**src/rtl/irq_gen_pkg.sv**
```systemverilog
// irq_gen_pkg: shared constants and FSM state encoding for the MSI interrupt generator.
//   IRQ_CNT_W        width of the granted-interrupt counter
//   IRQ_GAP_DEFAULT  moderation gap the host register block loads after reset
//   irq_state_t      IDLE / REQ / GAP encoding
package irq_gen_pkg;

  localparam int unsigned IRQ_CNT_W         = 32;
  localparam int unsigned IRQ_GAP_W_DEFAULT = 16;
  localparam logic [15:0] IRQ_GAP_DEFAULT   = 16'd1000;

  typedef enum logic [1:0] {
    IRQ_IDLE = 2'd0,
    IRQ_REQ  = 2'd1,
    IRQ_GAP  = 2'd2
  } irq_state_t;

endpackage

```
**src/rtl/irq_gen_if.sv**
```systemverilog
// irq_gen_if: groups the collapser handshake, host controls and the endpoint
// configuration-interrupt port seen by irq_gen.
//   master: collapser/host/endpoint side (drives data_rdy, irq_en, irq_gap,
//           cfg_interrupt_msienable, cfg_interrupt_rdy_n)
//   slave : irq_gen side (drives data_rdy_ack, cfg_interrupt_n, irq_cnt)
interface irq_gen_if
  import irq_gen_pkg::*;
#(
  parameter int unsigned GAP_W = IRQ_GAP_W_DEFAULT
);

  logic                 data_rdy;
  logic                 data_rdy_ack;
  logic                 irq_en;
  logic [GAP_W-1:0]     irq_gap;
  logic                 cfg_interrupt_msienable;
  logic                 cfg_interrupt_n;
  logic                 cfg_interrupt_rdy_n;
  logic [IRQ_CNT_W-1:0] irq_cnt;

  modport master (
    output data_rdy,
    output irq_en,
    output irq_gap,
    output cfg_interrupt_msienable,
    output cfg_interrupt_rdy_n,
    input  data_rdy_ack,
    input  cfg_interrupt_n,
    input  irq_cnt
  );

  modport slave (
    input  data_rdy,
    input  irq_en,
    input  irq_gap,
    input  cfg_interrupt_msienable,
    input  cfg_interrupt_rdy_n,
    output data_rdy_ack,
    output cfg_interrupt_n,
    output irq_cnt
  );

endinterface

```
**src/rtl/irq_gen_gap_timer.sv**
```systemverilog
// irq_gap_timer: moderation gap down-counter.
//   clk, rst  clock and synchronous active-high reset
//   load      load load_val (takes priority over dec)
//   dec       decrement by one, saturating at zero
//   load_val  gap value in clk cycles
//   zero_c    combinational: counter is zero
module irq_gap_timer
  import irq_gen_pkg::*;
#(
  parameter int unsigned GAP_W = IRQ_GAP_W_DEFAULT
) (
  input  logic             clk,
  input  logic             rst,
  input  logic             load,
  input  logic             dec,
  input  logic [GAP_W-1:0] load_val,
  output logic             zero_c
);

  logic [GAP_W-1:0] cnt;

  // Counter register
  always_ff @(posedge clk) begin
    if (rst) begin
      cnt <= '0;
    end else if (load) begin
      cnt <= load_val;
    end else if (dec && (cnt != '0)) begin
      cnt <= cnt - GAP_W'(1);
    end
  end

  assign zero_c = (cnt == '0);

endmodule

```
**src/rtl/irq_gen.sv**
```systemverilog
// irq_gen: acknowledges collapser event pulses, merges pending events and
// issues rate-limited MSI requests to the PCIe endpoint.
//   clk, rst                      clock and synchronous active-high reset
//   bus.data_rdy / data_rdy_ack   event pulse in, ack (data_rdy delayed one cycle) out
//   bus.irq_en                    host interrupt enable (0 = polling mode)
//   bus.irq_gap                   minimum cycles between interrupts, sampled on grant
//   bus.cfg_interrupt_msienable   MSI enabled by the root complex
//   bus.cfg_interrupt_n           request to endpoint, active-low, low exactly in REQ
//   bus.cfg_interrupt_rdy_n       grant from endpoint, active-low
//   bus.irq_cnt                   granted interrupt count, wraps
module irq_gen
  import irq_gen_pkg::*;
#(
  parameter int unsigned GAP_W = IRQ_GAP_W_DEFAULT
) (
  input logic        clk,
  input logic        rst,
  irq_gen_if.slave   bus
);

  irq_state_t           state;
  irq_state_t           state_nxt;
  logic                 pend;
  logic                 pend_nxt;
  logic                 ack_q;
  logic                 req_n_q;
  logic [IRQ_CNT_W-1:0] cnt_q;
  logic [IRQ_CNT_W-1:0] cnt_nxt;
  logic                 tmr_load_c;
  logic                 tmr_dec_c;
  logic                 tmr_zero_c;

  irq_gap_timer #(
    .GAP_W (GAP_W)
  ) u_gap_timer (
    .clk      (clk),
    .rst      (rst),
    .load     (tmr_load_c),
    .dec      (tmr_dec_c),
    .load_val (GAP_W'(bus.irq_gap)),
    .zero_c   (tmr_zero_c)
  );

  // Ack path: independent of the FSM, every pulse is echoed one cycle later
  always_ff @(posedge clk) begin
    if (rst) begin
      ack_q <= 1'b0;
    end else begin
      ack_q <= bus.data_rdy;
    end
  end

  // State, pending flag, counter and registered request output
  always_ff @(posedge clk) begin
    if (rst) begin
      state   <= IRQ_IDLE;
      pend    <= 1'b0;
      cnt_q   <= '0;
      req_n_q <= 1'b1;
    end else begin
      state   <= state_nxt;
      pend    <= pend_nxt;
      cnt_q   <= cnt_nxt;
      req_n_q <= (state_nxt != IRQ_REQ);
    end
  end

  // Next-state logic; a data_rdy coincident with the grant keeps pend set
  always_comb begin
    state_nxt  = state;
    pend_nxt   = pend | bus.data_rdy;
    cnt_nxt    = cnt_q;
    tmr_load_c = 1'b0;
    tmr_dec_c  = 1'b0;
    case (state)
      IRQ_IDLE: begin
        if (pend && bus.irq_en && bus.cfg_interrupt_msienable) begin
          state_nxt = IRQ_REQ;
        end
      end
      IRQ_REQ: begin
        // Held regardless of irq_en/msienable until the endpoint grants
        if (!bus.cfg_interrupt_rdy_n) begin
          pend_nxt   = bus.data_rdy;
          cnt_nxt    = cnt_q + IRQ_CNT_W'(1);
          tmr_load_c = 1'b1;
          state_nxt  = IRQ_GAP;
        end
      end
      IRQ_GAP: begin
        if (tmr_zero_c) begin
          state_nxt = IRQ_IDLE;
        end else begin
          tmr_dec_c = 1'b1;
        end
      end
      default: begin
        state_nxt = IRQ_IDLE;
      end
    endcase
  end

  assign bus.data_rdy_ack    = ack_q;
  assign bus.cfg_interrupt_n = req_n_q;
  assign bus.irq_cnt         = cnt_q;

endmodule

```
**src/flat_wrapper.sv**
```systemverilog
// flat-port wrapper written by rule: the top's interface ports become plain ports
module irq_gen_flat import irq_gen_pkg::*;
#(
  parameter int unsigned GAP_W = IRQ_GAP_W_DEFAULT
)
  (clk, rst, bus_data_rdy, bus_irq_en, bus_irq_gap, bus_cfg_interrupt_msienable, bus_cfg_interrupt_rdy_n, bus_data_rdy_ack, bus_cfg_interrupt_n, bus_irq_cnt);
  irq_gen_if #(.GAP_W(GAP_W)) bus_i ();
  input logic clk;
  input logic rst;
  input wire logic [$bits(bus_i.data_rdy)-1:0] bus_data_rdy;
  input wire logic [$bits(bus_i.irq_en)-1:0] bus_irq_en;
  input wire logic [$bits(bus_i.irq_gap)-1:0] bus_irq_gap;
  input wire logic [$bits(bus_i.cfg_interrupt_msienable)-1:0] bus_cfg_interrupt_msienable;
  input wire logic [$bits(bus_i.cfg_interrupt_rdy_n)-1:0] bus_cfg_interrupt_rdy_n;
  output wire logic [$bits(bus_i.data_rdy_ack)-1:0] bus_data_rdy_ack;
  output wire logic [$bits(bus_i.cfg_interrupt_n)-1:0] bus_cfg_interrupt_n;
  output wire logic [$bits(bus_i.irq_cnt)-1:0] bus_irq_cnt;
  assign bus_i.data_rdy = bus_data_rdy;
  assign bus_i.irq_en = bus_irq_en;
  assign bus_i.irq_gap = bus_irq_gap;
  assign bus_i.cfg_interrupt_msienable = bus_cfg_interrupt_msienable;
  assign bus_i.cfg_interrupt_rdy_n = bus_cfg_interrupt_rdy_n;
  assign bus_data_rdy_ack = bus_i.data_rdy_ack;
  assign bus_cfg_interrupt_n = bus_i.cfg_interrupt_n;
  assign bus_irq_cnt = bus_i.irq_cnt;
  irq_gen #(.GAP_W(GAP_W)) u_core (.clk(clk), .rst(rst), .bus(bus_i));
endmodule
```
**config.mk**
```make
export PLATFORM = sky130hd
export DESIGN_NAME = irq_gen_flat
export DESIGN_NICKNAME = d
export VERILOG_FILES = /design/src/rtl/irq_gen_pkg.sv /design/src/rtl/irq_gen_if.sv /design/src/rtl/irq_gen_gap_timer.sv /design/src/rtl/irq_gen.sv /design/src/flat_wrapper.sv
export SDC_FILE = /design/constraint.sdc
export NUM_CORES = 1
export LEC_CHECK = 0
export CORE_MARGIN = 8
export CORE_UTILIZATION = 45
export CTS_BUF_LIST = sky130_fd_sc_hd__clkbuf_4
export CTS_CLUSTER_SIZE = 20
export DETAILED_ROUTE_END_ITERATION = 12
export GPL_ROUTABILITY_DRIVEN = 0
export PLACE_DENSITY = 0.8
export SLEW_MARGIN = 40
export SYNTH_ARGS = -nofsm -noshare
export SYNTH_HDL_FRONTEND = slang
export SYNTH_SLANG_ARGS = --single-unit
```
**constraint.sdc**
```tcl
create_clock -name clk -period 2.15 [get_ports clk]
set_input_delay 0.43 -clock clk [delete_from_list [all_inputs] [get_ports clk]]
set_output_delay 0.43 -clock clk [all_outputs]
set_load 0.005 [all_outputs]
```
# Word level (Yosys, flattened, before mapping)
# Index checks and enable logic that the tools add are counted.
[word_totals]
reg_bits = 53
input_bits = 22
elab_cells = 33
[classes]
addsub = 2
eq_ne = 3
muxes = 12
n_bitwise = 2
n_reduce_logical = 8
[ops]
columns = ["operator", "count"]
rows = [
  ["adder 32 x 1 -> 32 bit (second input constant)", 1],
  ["two-way mux 16 bit", 2],
  ["zero test 16 bit", 1],
  ["nonzero test 16 bit", 1],
  ["subtractor 16 x 1 -> 16 bit (second input constant)", 1],
  ["two-way mux 1 bit", 6],
  ["two-way mux 2 bit", 3],
  ["one-hot mux 2 bit (3 select lines)", 1],
  ["logical AND 1 bit", 3],
  ["== test 2 x 1 -> 1 bit (second input constant)", 1],
  ["== test 2 bit (second input constant)", 1],
  ["zero test 2 bit", 1],
  ["inequality test 2 x 1 -> 1 bit (second input constant)", 1],
  ["AND reduction 2 bit", 1],
  ["nonzero test 2 bit", 1],
  ["inverter 1 bit", 1],
  ["bitwise OR 1 bit", 1],
]

# Depth between registers and ports, before layout
# Gate-level depths: netlist of the first run.
[logic_depth]
depth_word = 6
ltp_mapped = 7
ltp_nobuf = 7

# Hierarchy
# From an unflattened synthesis of the first run, not the netlist that was laid out.
[unflattened]
hier_cells = 311
area_unflattened_um2 = 2636.3
[modules_own_cells]
columns = ["module", "instances", "cells_per_inst", "area_per_inst_um2", "seq_area_each_um2"]
rows = [
  ["irq_gen", 1, 197, 1691.6, 740.7],
  ["irq_gap_timer", 1, 114, 944.7, 320.3],
]

# Worst setup path after synthesis of the first run
# No wires, ideal clock.
[synth_timing]
kind = "reg-to-reg"
startpoint = "reg u_core.u_gap_timer.cnt[2]"
endpoint = "reg u_core.u_gap_timer.cnt[9]"
setup_time_ns = 0.132
arrival_ns = 1.942
slack_ns = 0.076
path_stages_with_launch = 7
path_buffers = 1
period_less_slack_ns = 2.074
cell_sequence = "dfxtp_1 > or4_1 > buf_2 > or3_4 > or3_1 > a211oi_1 > nor3_1"
[synth_via]
elab_chain_len = 5
elab_cells_between_ends = 9
cone_classes = "add/sub (1); mux (4); reduce/logical (4)"
[synth_rtl]
columns = ["element", "line_no", "rtl"]
rows = [
  ["from (decl)", "irq_gen_gap_timer.sv:20", "logic [GAP_W-1:0] cnt;"],
  ["from (signal assigned)", "irq_gen_gap_timer.sv:27", "cnt <= load_val;"],
  ["from (signal assigned)", "irq_gen_gap_timer.sv:29", "cnt <= cnt - GAP_W'(1);"],
  ["branches (longest 5 deep; another with subtractor 16 x 1 -> 16 bit)", "n/a", ""],
]
# Several ways; the timed one is not identified. The select of a mux whose other input is x is not followed.
# A chain may end at the register's enable or synchronous reset.

# Final worst setup path of the first run
[layout_timing]
startpoint = "reg u_core.u_gap_timer.cnt[4]"
endpoint = "reg u_core.u_gap_timer.cnt[9]"
# Same word-level chain as after synthesis.

==> summary.txt, run 1 <==
Outcome
  • Outcome: complete, no violations

Drt
  • Detailed-route wire length: 6260 µm
  • Wire length per cell: about 14 µm
  • Number of DRC markers in iteration 0: 102
  • DRT Pass-1 Iters: 4
  • Routed Antenna Nets: 0
  • DRC: 0
  • Drt via density: roughly 5.3
  • Vias after detailed routing: ~2300

Logic synthesis
  • Synth warnings: 0
  • Synth Area in Simple Gates: 0.310
  • Complex-gate fraction of the synthesized area: 0.101
  • Count leader, synth: dfxtp_1
  • Synth unique cells: 38
  • Synth top area share: 0.418
  • Largest family of logic cells by synthesized area: simple AND/OR/NAND/NOR gates
  • Number of synthesized flops with an enable pin: 0
  • Post-synthesis adder-cell area fraction: 0.00987
  • Cell count after synthesis: a little under 300
  • Post-Syn Area: roughly 2500 µm²
  • Async SR Flop Fraction: 0
  • Top cells by count, synth: dfxtp_1 (53), nor2_1 (52), xor2_1 (27)
  • Leading area contributor after synthesis: dfxtp_1
  • Area contributors post-synth: dfxtp_1 (42%), xor2_1 (9.3%), nor2_1 (7.7%), a211oi_1 (4.4%), nand4_1 (3.9%)
  • XOR/XNOR share of the synthesized area: 0.124
  • Sequential share of the synthesized area: 0.418
  • Post-synthesis mux area share: 0
  • Avg Cell Area, Syn: between 8 and 9 µm²
  • Main synth FF type: dfxtp_1
  • Post-synthesis net count: between 300 and 400
  • FF+latch count, synth: 53

Die
  • Standard-cell rows: 27
  • Die X: 91.1 µm
  • Initial core utilization: 0.463
  • Number of I/O pins: 56
  • Die area: between 8000 and 9000 µm²
  • Die height: 91.1 µm
  • Core ar.: 5470 µm²

Finish
  • Fin cells: around 440
  • Multi-input combinational cell area: ~1400 µm²
  • Synth-to-Final Area Change: 34.1%
  • Fin nets: 392
  • Ant. Diodes: 0
  • Utilization after layout: 0.622
  • # fillers: about 500
  • Register area: around 1100 µm²
  • Layout cells sized above 1: 0.130

STA
  • Worst Tran Pin Value: between 0.4 and 0.5 ns
  • Clock Skews: around 0.024 ns
  • Final setup violation count: 0
  • Period utilization: 0.965
  • Fin. Hold Viols: 0
  • Final Critical Period: between 2 and 2.5 ns
  • RSZ-0062 raised after global routing: false
  • Setup slack after layout: 0.0754 ns
  • Peak Freq: around 0.48 GHz
  • Final slew viol count: 0
  • Rel. slew slack: 0.705

GRT
  • Congestion Overflow GR: 0
  • Vias in the first global route: roughly 2400
  • Antenna violations before repair: 0
  • Total Routing Usage GR: 0.156
  • Global-route wire length before repair: approximately 11000 µm
  • Largest net degree at the start of global routing: 28

Clock tree
  • Worst-Skew Late Latency: around 0.39 ns
  • Clk buf depth: 2
  • CTS tree: yes
  • H-tree Lvls: 2
  • Clock buffer count from CTS: 5
  • Number of clock sinks: 53
  • Clock slew at reported path FFs: 0.18 ns
  • CTS root buf: clkbuf_4

Setup path
  • Top delay family on crit path: simple AND/OR/NAND/NOR gates
  • Slowest cell on crit path: or4_4
  • Sequence of cells on the critical path: or4_4 -> or3_4 -> or3_1 -> a211oi_1 -> nor3_1
  • Startpoint types: register
  • CP max stage delay: 0.60 ns
  • Crit path required time: 2.41 ns
  • Crit path arrival time: approximately 2.3 ns
  • CP endpoint kind: register
  • WP buf/inv: 0
  • FF-to-FF setup slack: between 0.07 and 0.08 ns
  • Max FO, Critical Path: 6
  • WS Path Type: reg -> reg

Power and ir drop
  • Pwr Density: just over 500 nW/µm²
  • Lkg Pwr: ~1.2 nW
  • PnR Total Power: between 0.0015 and 0.002 W
  • VDD IR-drop max: about 0.4 mV

Placed design
  • Dpl hpwl: about 4600 µm
  • Dpl ws: -0.268 ns
  • Port bufs: 55
  • Placed instance count: between 400 and 500

Min path
  • Worst Hold Class: in -> reg

Run
  • Max-cap viol count: 0
final cells by class:
class	instances	share of cell area
Multi-Input combinational cell	220	0.413
Inverter	8	0.00883
Clock inverter	3	0.0136
Timing Repair Buffer	80	0.216
Clock buffer	5	0.0110
Sequential cell	53	0.312
Tap cell	72	0.0265
power by group:
group          internal (W)  switching [W]
Sequential         0.000996      0.0000117
Combinational     0.0000882      0.0000863
Clock              0.000247       0.000338
final timing paths:
check / startpoint / to / depth (start not counted)
max: u_core.u_gap_timer.cnt[4] / u_core.u_gap_timer.cnt[9] / 5
min: rst / u_core.bus.irq_cnt[7] / 2
max reg2reg: u_core.u_gap_timer.cnt[4] / u_core.u_gap_timer.cnt[9] / 5
min reg2reg: u_core.pend / u_core.pend / 2
cells in the final DEF, fill, tap and decap left out, drive strengths merged, types with 3 or more instances in the layout:
master,n
a211oi,15
or3,6
inv,8
and2,4
xnor2,9
clkdlybuf4s50,54
nor3,12
nor4,6
dfxtp,53
clkbuf,5
buf,26
or4,3
xor2,27
nand4,16
o21ai,5
nand3,15
nand2,13
a21oi,10
and3,5
nor2,52
per-stage QoR:
step	TNS, ns	hold WS, ns	cell area, µm²
detailed placement	-5.38	0.478	3290
global route	0	0.448	3400
finish	0	0.447	3400
CTS	0	0.453	3380
global placement	-4.66	0.471	3290
floorplan	0	0.451	2540
registers in the layout, indices dropped and copies added, names as in the netlist:
| name | cells |
|---|---|
| u_core.bus.cfg_interrupt_n | 1 |
| u_core.bus.data_rdy_ack | 1 |
| u_core.bus.irq_cnt | 32 |
| u_core.pend | 1 |
| u_core.state | 2 |
| u_core.u_gap_timer.cnt | 16 |
worst reg2reg max path, delay by kind of cell, from the launching register on:
family	cells	cell delay, ns
DFF	1	0.34
AOI/OAI and AO/OA	1	0.24
and+or+nand+nor	4	1.38
routing by layer:
metal	global-route usage	vias to the layer above	share of wire
met5	0	-	0
met4	0.0682	0	0.018
met3	0.0403	11	0.062
met2	0.256	58	0.47
met1	0.189	1078	0.45
li1	-	1194	-
cells by family (layout without fill, tap and decap cells):
group | count (synthesis) | count (layout)
xor gates and xnor gates | 36 | 36
buffers and inverters | 24 | 96
adders and majority gates | 2 | 2
AOI/OAI and AO/OA | 38 | 38
and+or+nand+nor | 144 | 144
DFF | 53 | 53
what timing repair did:
| item | in CTS | in global routing |
|---|---|---|
| pin swaps | 0 | 1 |
| resized for setup | 1 | 5 |
| endpoints found under the setup margin | 1 | 3 |
| hold endpoints to repair | 0 | 0 |
| setup buffers | 0 | 1 |
| hold buffers | 0 | 0 |
No activity file was read; power rests on OpenSTA's default activity.
==> run 2: changes to the inputs <==
--- a/config.mk
+++ b/config.mk
@@ -16,3 +16,4 @@
 export SYNTH_ARGS = -nofsm -noshare
 export SYNTH_HDL_FRONTEND = slang
 export SYNTH_SLANG_ARGS = --single-unit
+export TNS_END_PERCENT = 5
==> results of run 2 <==
The final DEF is identical to that of run 1; final timing and power are the same.
==> run 3: changes to the inputs <==
--- a/config.mk
+++ b/config.mk
@@ -7,7 +7,7 @@
 export LEC_CHECK = 0
 export CORE_MARGIN = 8
 export CORE_UTILIZATION = 45
-export CTS_BUF_LIST = sky130_fd_sc_hd__clkbuf_4
+export CTS_BUF_LIST = sky130_fd_sc_hd__clkbuf_16
 export CTS_CLUSTER_SIZE = 20
 export DETAILED_ROUTE_END_ITERATION = 12
 export GPL_ROUTABILITY_DRIVEN = 0
==> summary.txt, run 3 (synthesis results as in run 1) <==
Outcome
  • Outcome: complete, no violations

Run
  • Max-cap viol count: 0

Setup path
  • WP buf/inv: 0
  • CP max stage delay: 0.60 ns
  • Crit path required time: 2.31 ns
  • Sequence of cells on the critical path: or4_4 -> or3_4 -> or3_1 -> a211oi_1 -> nor3_1
  • Top delay family on crit path: simple AND/OR/NAND/NOR gates
  • Startpoint types: register
  • CP endpoint kind: register
  • WS Path Type: reg -> reg
  • Max FO, Critical Path: 6
  • Slowest cell on crit path: or4_4
  • Crit path arrival time: 2.22 ns

GRT
  • Vias in the first global route: ~2300
  • Global-route wire length before repair: around 11000 µm
  • Antenna violations before repair: 0
  • Largest net degree at the start of global routing: 28
  • Congestion Overflow GR: 0
  • Total Routing Usage GR: 0.157

Placed design
  • Dpl hpwl: roughly 4600 µm
  • Dpl ws: -0.268 ns
  • Placed instance count: 432
  • Port bufs: 55
  • DP Area: approximately 3300 µm²

Finish
  • # fillers: around 480
  • Commonest non-fill, non-tap cell in the layout: clkdlybuf4s50_1
  • Most frequent cells in the layout: clkdlybuf4s50_1 (54), dfxtp_1 (53), nor2_1 (52)
  • Synth-to-Final Area Change: 37.0%
  • Utilization after layout: 0.635
  • Layout cells sized above 1: 0.122
  • Fin cells: between 400 and 500
  • Multi-input combinational cell area: between 1000 and 1500 µm²
  • Fin area: 3480 µm²
  • Number of flip-flops under the largest register name: 32
  • Ant. Diodes: 0
  • Fin nets: approximately 390
  • Register area: 1060 µm²

Die
  • Die area: 8290 µm²
  • Initial core utilization: 0.463
  • Standard-cell rows: 27
  • Die X: about 91 µm
  • Die height: about 90 µm
  • Core ar.: 5470 µm²
  • Number of I/O pins: 56

Power and ir drop
  • Clock share of power: 0.439
  • P_sw: around 0.00047 W
  • VDD IR-drop max: 0.343 mV
  • Switching Share: 0.224
  • P_int: ~0.0016 W
  • Sequential power share: 0.478
  • Combinational power share: 0.083
  • Pwr Density: about 610 nW/µm²
  • Lkg Pwr: around 1.3 nW

Clock tree
  • CTS root buf: clkbuf_16
  • Number of clock sinks: 53
  • Hold-fix buffers at CTS: 0
  • Post CTS Setup Buffer Count: 0
  • H-tree Lvls: 2
  • Clk buf depth: 2
  • Worst-Skew Late Latency: ~0.30 ns
  • Clock buffer count from CTS: 5
  • CTS tree: yes
  • Clock slew at reported path FFs: ~0.070 ns

STA
  • Peak Freq: 0.487 GHz
  • Final Critical Period: 2.05 ns
  • Rel. slew slack: 0.695
  • Period utilization: 0.956
  • Final setup violation count: 0
  • Fin. Hold Viols: 0
  • Clock Skews: ~0.0083 ns
  • RSZ-0062 raised after global routing: false
  • Final slew viol count: 0
  • Setup slack after layout: between 0.09 and 0.1 ns
  • Worst Tran Pin Value: about 0.46 ns

Drt
  • Wire length per cell: 14.5 µm
  • DRT Pass-1 Iters: 4
  • Detailed-route wire length: about 6400 µm
  • Vias after detailed routing: about 2400
  • Drt via density: 5.36
  • Routed Antenna Nets: 0
  • DRC: 0
  • Number of DRC markers in iteration 0: roughly 110

Min path
  • Worst Hold Class: reg -> reg
-- run 3: cell count changes in the layout (fill, tap and decap cells not counted) --
cell	change
or4_4	-1
a211oi_1	+1
a211oi_2	-1
clkbuf_4	-5
or3b_4	+1
or3b_2	-1
clkbuf_16	+5
or4_1	+1
buf_4	-1
-- run 3: final timing paths --
| kind | from | endpoint | slack, ns | cells after the start |
|---|---|---|---|---|
| max | u_core.u_gap_timer.cnt[4] | u_core.u_gap_timer.cnt[9] | 0.1 | 5 |
| min | u_core.pend | u_core.pend | 0.49 | 2 |
| max reg2reg | u_core.u_gap_timer.cnt[4] | u_core.u_gap_timer.cnt[9] | 0.1 | 5 |
| min reg2reg | u_core.pend | u_core.pend | 0.49 | 2 |
-- run 3: power groups by stage --
stage               Clock, W  Sequential [W]  Combinational, W
floorplan                  0         0.00103         0.0000854
global placement           0         0.00103          0.000163
CTS                 0.000933         0.00101          0.000171
global route        0.000981         0.00101          0.000191
detailed placement         0         0.00103          0.000167
finish              0.000925         0.00101          0.000174
-- run 3: worst register-to-register path: stages, from the launching register on --
cell and delay (ns):
dfxtp_1 0.31, or4_4 0.60, or3_4 0.40, or3_1 0.31, a211oi_1 0.24, nor3_1 0.07
-- run 3: cell type report --
cell class | count | share of cell area
Multi-Input combinational cell | 220 | 0.402
Inverter | 8 | 0.00864
Timing Repair Buffer | 79 | 0.209
Clock inverter | 3 | 0.0133
Tap cell | 72 | 0.0259
Sequential cell | 53 | 0.305
Clock buffer | 5 | 0.0360
-- run 3: per-stage QoR --
stage,power [W],hold slack [ns],setup TNS [ns]
3_5_place_dp,0.00119,0.478,-5.38
3_3_place_gp,0.00119,0.471,-4.66
2_1_floorplan,0.00111,0.451,0
4_1_cts,0.00211,0.491,0
6_report,0.00210,0.493,0
5_1_grt,0.00218,0.522,0
-- run 3: metal layers --
metal,part of all wire,up-vias,GRT usage,routed length (µm)
met2,0.47,66,0.259,3010
li1,-,1190,-,-
met1,0.46,1094,0.189,2950
met4,0.016,0,0.0559,103
met3,0.052,10,0.0453,330
met5,0,-,0,0
-- run 3: timing repair --
action                                  4_1_cts  5_1_grt
endpoints found under the setup margin        1        9
gates resized for setup                       1        4
pin swaps                                     0        1
